`config.mk`:
```
export PLATFORM = sky130hd
export DESIGN_NAME = l0_skew_buf
export DESIGN_NICKNAME = d
export VERILOG_FILES = /design/src/rtl/l0_pkg.sv /design/src/rtl/l0_row_fifo.sv /design/src/rtl/l0_skew_buf.sv
export SDC_FILE = /design/constraint.sdc
export NUM_CORES = 2
export LEC_CHECK = 0
export ABC_CLOCK_PERIOD_IN_PS = 2900
export BUFFER_PORTS_ARGS = -buffer_cell sky130_fd_sc_hd__buf_2
export CELL_PAD_IN_SITES_DETAIL_PLACEMENT = 1
export CELL_PAD_IN_SITES_GLOBAL_PLACEMENT = 2
export CORE_ASPECT_RATIO = 2
export CORE_MARGIN = 5
export CORE_UTILIZATION = 49
export CTS_CLUSTER_SIZE = 8
export DETAILED_ROUTE_END_ITERATION = 6
export PLACE_DENSITY_LB_ADDON = 0.1
export SYNTH_ARGS = -nofsm -noshare
export SYNTH_HDL_FRONTEND = slang
export SYNTH_SLANG_ARGS = --single-unit
```
`constraint.sdc`:
```
create_clock -name clk -period 2.9 [get_ports clk]
set_input_delay 0 -clock clk [delete_from_list [all_inputs] [get_ports clk]]
set_output_delay 0 -clock clk [all_outputs]
set_load 0.005 [all_outputs]
```
`src/rtl/l0_pkg.sv`:
```
// l0_skew_buf shared definitions: read modes, error bit indices and
// the row FIFO pointer-width helper.
package l0_pkg;

    localparam logic L0_MODE_PARALLEL = 1'b0;
    localparam logic L0_MODE_SKEW     = 1'b1;

    localparam int L0_ERR_OVF = 0;
    localparam int L0_ERR_UDF = 1;

    // Address bits plus one wrap bit.
    function automatic int l0_ptr_w(input int depth);
        return $clog2(depth) + 1;
    endfunction

endpackage

```
`src/rtl/l0_row_fifo.sv`:
```
// l0_row_fifo: one row of the L0 buffer. Single-clock FIFO with
// wrap-bit pointers, a registered head output and a per-pop valid.
module l0_row_fifo
    import l0_pkg::*;
#(
    parameter int BW    = 4,
    parameter int DEPTH = 64
) (
    input  logic          clk,
    input  logic          reset_n,
    input  logic          push_i,
    input  logic          pop_i,
    input  logic [BW-1:0] din_i,
    output logic [BW-1:0] dout_o,
    output logic          valid_o,
    output logic          empty_o,
    output logic          full_o
);

    localparam int AW = $clog2(DEPTH);
    localparam int PW = l0_ptr_w(DEPTH);
    localparam logic [PW-1:0] PTR_ONE = PW'(1);

    logic [BW-1:0] mem_q [DEPTH];
    logic [PW-1:0] wptr_q, wptr_d;
    logic [PW-1:0] rptr_q, rptr_d;
    logic [BW-1:0] dout_q, dout_d;
    logic          valid_q;
    logic          do_push;
    logic          do_pop;

    assign empty_o = (wptr_q == rptr_q);
    assign full_o  = (wptr_q[AW-1:0] == rptr_q[AW-1:0]) &&
                     (wptr_q[AW] != rptr_q[AW]);

    // Pointer advance and head capture; pops of an empty row are ignored.
    always_comb begin
        do_push = push_i & ~full_o;
        do_pop  = pop_i & ~empty_o;
        wptr_d  = wptr_q;
        rptr_d  = rptr_q;
        dout_d  = dout_q;
        if (do_push) begin
            wptr_d = wptr_q + PTR_ONE;
        end
        if (do_pop) begin
            rptr_d = rptr_q + PTR_ONE;
            dout_d = mem_q[rptr_q[AW-1:0]];
        end
    end

    // Pointer, output and valid registers.
    always_ff @(posedge clk or negedge reset_n) begin
        if (!reset_n) begin
            wptr_q  <= '0;
            rptr_q  <= '0;
            dout_q  <= '0;
            valid_q <= 1'b0;
        end else begin
            wptr_q  <= wptr_d;
            rptr_q  <= rptr_d;
            dout_q  <= dout_d;
            valid_q <= do_pop;
        end
    end

    // Storage array; contents are meaningless until written.
    always_ff @(posedge clk) begin
        if (do_push) begin
            mem_q[wptr_q[AW-1:0]] <= din_i;
        end
    end

    assign dout_o  = dout_q;
    assign valid_o = valid_q;

endmodule

```
`src/rtl/l0_skew_buf.sv`:
```
// l0_skew_buf: ROW parallel-written row FIFOs read skewed or in parallel.
// Optional sticky error flags (o_err) when L0_ERR_FLAG_EN is defined.
module l0_skew_buf
    import l0_pkg::*;
#(
    parameter int ROW   = 8,
    parameter int BW    = 4,
    parameter int DEPTH = 64
) (
    input  logic              clk,
    input  logic              reset_n,
    input  logic              wr,
    input  logic              rd,
    input  logic              mode,
    input  logic [ROW*BW-1:0] in,
    output logic [ROW*BW-1:0] out,
    output logic [ROW-1:0]    o_valid,
    output logic              o_full,
    output logic              o_ready,
    output logic              o_empty
`ifdef L0_ERR_FLAG_EN
    ,
    output logic [1:0]        o_err
`endif
);

    logic [ROW-1:0] rd_en_q, rd_en_d;
    logic [ROW-1:0] empty_v;
    logic [ROW-1:0] full_v;
    logic           wr_acc;

    assign o_full  = |full_v;
    assign o_ready = ~o_full;
    assign o_empty = &empty_v;

    // A write lands in every row or in none.
    assign wr_acc = wr & o_ready;

    // Read tokens travel down the rows; parallel mode also hits all rows.
    always_comb begin
        rd_en_d = {rd_en_q[ROW-2:0], rd};
        if (mode == L0_MODE_PARALLEL) begin
            rd_en_d = rd_en_d | {ROW{rd}};
        end
    end

    // Read-enable shift register.
    always_ff @(posedge clk or negedge reset_n) begin
        if (!reset_n) begin
            rd_en_q <= '0;
        end else begin
            rd_en_q <= rd_en_d;
        end
    end

    for (genvar g = 0; g < ROW; g++) begin : g_row
        l0_row_fifo #(
            .BW    (BW),
            .DEPTH (DEPTH)
        ) u_fifo (
            .clk     (clk),
            .reset_n (reset_n),
            .push_i  (wr_acc),
            .pop_i   (rd_en_q[g]),
            .din_i   (in[g*BW +: BW]),
            .dout_o  (out[g*BW +: BW]),
            .valid_o (o_valid[g]),
            .empty_o (empty_v[g]),
            .full_o  (full_v[g])
        );
    end

`ifdef L0_ERR_FLAG_EN
    logic [1:0] err_q, err_d;

    // Sticky overflow / underflow accumulation.
    always_comb begin
        err_d = err_q;
        if (wr && o_full) begin
            err_d[L0_ERR_OVF] = 1'b1;
        end
        if (|(rd_en_q & empty_v)) begin
            err_d[L0_ERR_UDF] = 1'b1;
        end
    end

    // Error flag register, cleared only by reset.
    always_ff @(posedge clk or negedge reset_n) begin
        if (!reset_n) begin
            err_q <= '0;
        end else begin
            err_q <= err_d;
        end
    end

    assign o_err = err_q;
`endif

endmodule

```
==> impl_metrics.env <==
export IMPL_antenna_found_initial=3
export IMPL_core_area_um2=183000
export IMPL_cts_made_buffers=317
export IMPL_period_share_pct=104
export IMPL_worst_path_max_fanout=7
export IMPL_max_slew_margin_pct=11.3
export IMPL_yosys_register_bits=2208
export IMPL_wl_per_cell_um=30.8
export IMPL_tritoncts="yes"
export IMPL_mostFrequentLayoutCells="edfxtp_1 (2048), mux2i_1 (343), clkbuf_16 (330), mux4_2 (328), buf_4 (317)"
export IMPL_grt_usage_pct=25.8
export IMPL_arrival_ps=3520
export IMPL_violations="negative setup slack"
export IMPL_netlist_area_um2=90300
export IMPL_grt_start_max_net_pins=84
export IMPL_drtIter0Drc=3630
export IMPL_worst_slew_pin_slew_ps=1330
export IMPL_firstDrtPassIters=6
export IMPL_fin_nets=5717
export IMPL_n_fill_cell=15800
export IMPL_route_detailed_drc=0
export IMPL_final_max_slew_viol_count=0
export IMPL_skew_ps=24.5
export IMPL_hold_class="in2reg"
export IMPL_grt_pass1_vias=56500
export IMPL_cap_violations=0
export IMPL_grt_pass1_wl_mm=373
export IMPL_synthArstFlopShare_pct=7.25
export IMPL_area_growth_syn_to_layout_pct=20.5
export IMPL_postSynthCellCount=5238
export IMPL_cts_path_max_buffers=4
export IMPL_period_minus_slack_ps=3010
export IMPL_synth_ff_type="edfxtp_1"
export IMPL_die_w_um=313
export IMPL_yosys_area_top_type="edfxtp_1"
export IMPL_drive_gt1_share_pct=29.7
export IMPL_root_buffer="clkbuf_16"
export IMPL_avgSynthCellArea_um2=17.2
export IMPL_outcome="finished with violations"
export IMPL_synth_enable_flop_cells=2048
export IMPL_rows=222
export IMPL_finalSetupTns_ps=-2210
export IMPL_place_congestion=0.841
export IMPL_initial_core_util_pct=49.3
export IMPL_htreeDepth=5
export IMPL_netlist_area_leader_share_pct=68.1
export IMPL_vias=50500
export IMPL_max_clock_freq_mhz=332
export IMPL_avgViaCountPerCell=6.16
export IMPL_layout_commonest_cell="edfxtp_1"
export IMPL_p_per_area_nw_per_um2=998
export IMPL_grt_overflow=0
export IMPL_boundaryPins=80
export IMPL_dpl_hpwl_mm=162
export IMPL_clk_pin_slew_ps=50
export IMPL_clock_sinks=2208
export IMPL_crit_type="reg2reg"
export IMPL_synth_seq_area_share_pct=72.6
export IMPL_end_kind="flip-flop"
export IMPL_clock_latency_ps=840
export IMPL_yosysWarnings=0
export IMPL_fin_ws_ps=-108
export IMPL_antenna_left=0
export IMPL_rsz0062_at_grt="true"
export IMPL_finalWirelength_mm=253
export IMPL_dp_slack_ps=-552
export IMPL_synth_cell_types=63
export IMPL_ir_drop_mv=0.678
export IMPL_synth_fp_nets=5291
export IMPL_fp_dieH_um=617
export IMPL_fp_dieArea_um2=193000
export IMPL_synth_area_leaders="edfxtp_1 (68%), mux4_2 (8.2%), dfrtp_1 (4.4%)"
export IMPL_required_ps=3410
export IMPL_power_leakage_nw=35.5
export IMPL_hold_viol=0
export IMPL_critPathLaunchType="flip-flop"
export IMPL_portBuffers=79
export IMPL_report_final_setup_viol=60
## cells by family after synthesis
group                      after synthesis  share of synthesized area, %
buffers and inverters                  431                          2.33
muxes                                  691                          12.2
adders and majority gates               16                         0.222
DFF                                   2208                          72.6
AOI/OAI and AO/OA                      549                          4.29
and+or+nand+nor                       1191                          6.87
xor gates and xnor gates               152                          1.47
## final timing paths
kind                                                 from                      endpoint  slack, ps  cells after the start
worst max-delay path            g_row[1].u_fifo.rptr_q[0]  g_row[5].u_fifo.mem_q[23][1]       -110                     12
worst max register to register  g_row[1].u_fifo.rptr_q[0]  g_row[5].u_fifo.mem_q[23][1]       -110                     12
min in group asynchronous                         reset_n     g_row[2].u_fifo.dout_o[1]        380                      4
max in group asynchronous                         reset_n     g_row[7].u_fifo.rptr_q[0]       2080                      4
worst min-delay path                               in[26]  g_row[6].u_fifo.mem_q[38][2]         50                      1
worst min register to register                 rd_en_q[4]                    rd_en_q[5]        470                      1
## cell usage after synthesis, types with 45 or more instances
cell      instances
clkbuf_1        122
mux4_2          328
edfxtp_1       2048
xor2_1           91
a311oi_1         62
nor2b_1          79
nor3_1          316
mux2i_1         343
a22oi_1          45
a21oi_1         112
dfrtp_1         160
nand3_1          73
nor4_1          118
buf_2           174
nand3b_1         45
nor2_1          211
nand2_1         156
xnor2_1          61
o21ai_0          55
buf_1            65
o221ai_1         62
a211oi_1         98
## cell type report
cell class	instances	area (um2)	share of cell area [%]
Inverter	15	60.1	0.0552
Clock buffer	497	8820	8.11
Antenna cell	3	7.51	0.00690
Clock inverter	10	103	0.0943
Tap cell	2352	2940	2.70
Sequential cell	2208	65600	60.3
Multi-Input combinational cell	2602	26600	24.4
Timing Repair Buffer	520	4730	4.35
## state kept, by name, indices dropped and copies added (netlist names)
name	count
g_row.u_fifo.dout_o	32
g_row.u_fifo.mem_q	2048
g_row.u_fifo.rptr_q	56
g_row.u_fifo.valid_o	8
g_row.u_fifo.wptr_q	56
rd_en_q	8
## critical path, stage by stage, from the launching register on
cell and delay, ps:
dfrtp_4 500, xor2_2 150, nor2_2 50, nand4b_1 240, o2111a_2 310, nand3_4 120, buf_12 150, buf_8 120
buf_16 150, buf_12 140, or3_4 400, buf_12 170, nor2_4 170
## timing repair
action,4_1_cts,5_1_grt
buffers inserted,18,23
pin swaps,28,61
cloned,6,4
hold buffers,37,0
hold endpoints to repair,1366,0
resized for setup,425,386
setup endpoints to repair,1994,1445
## where the power goes
group	internal [mW]	switching [mW]
Sequential	37.0	1.16
Combinational	13.5	23.3
Clock	20.6	12.9
Total	71.2	37.4
## stage by stage
stage	utilization (%)	area, um2	total power, mW	std cells	hold slack (ps)
finish	59.4	109000	109	8207	45.1
detailed placement	51.8	94800	72.1	7625	-47.5
CTS	58.2	107000	108	8191	14.9
global placement	51.8	94800	71.7	7625	-49.5
floorplan	-	90300	59.2	5238	-296
global route	59.4	109000	113	8205	63.9
## routing by layer
| layer | vias up | wire length, um | GRT usage [%] |
|---|---|---|---|
| met2 | 1416 | 145000 | 50.3 |
| met3 | 494 | 10400 | 3.31 |
| met5 | - | 0 | 0 |
| met1 | 26700 | 87200 | 28.3 |
| met4 | 0 | 10200 | 10.0 |
| li1 | 21900 | - | - |
(Power assumes the default switching activity.)
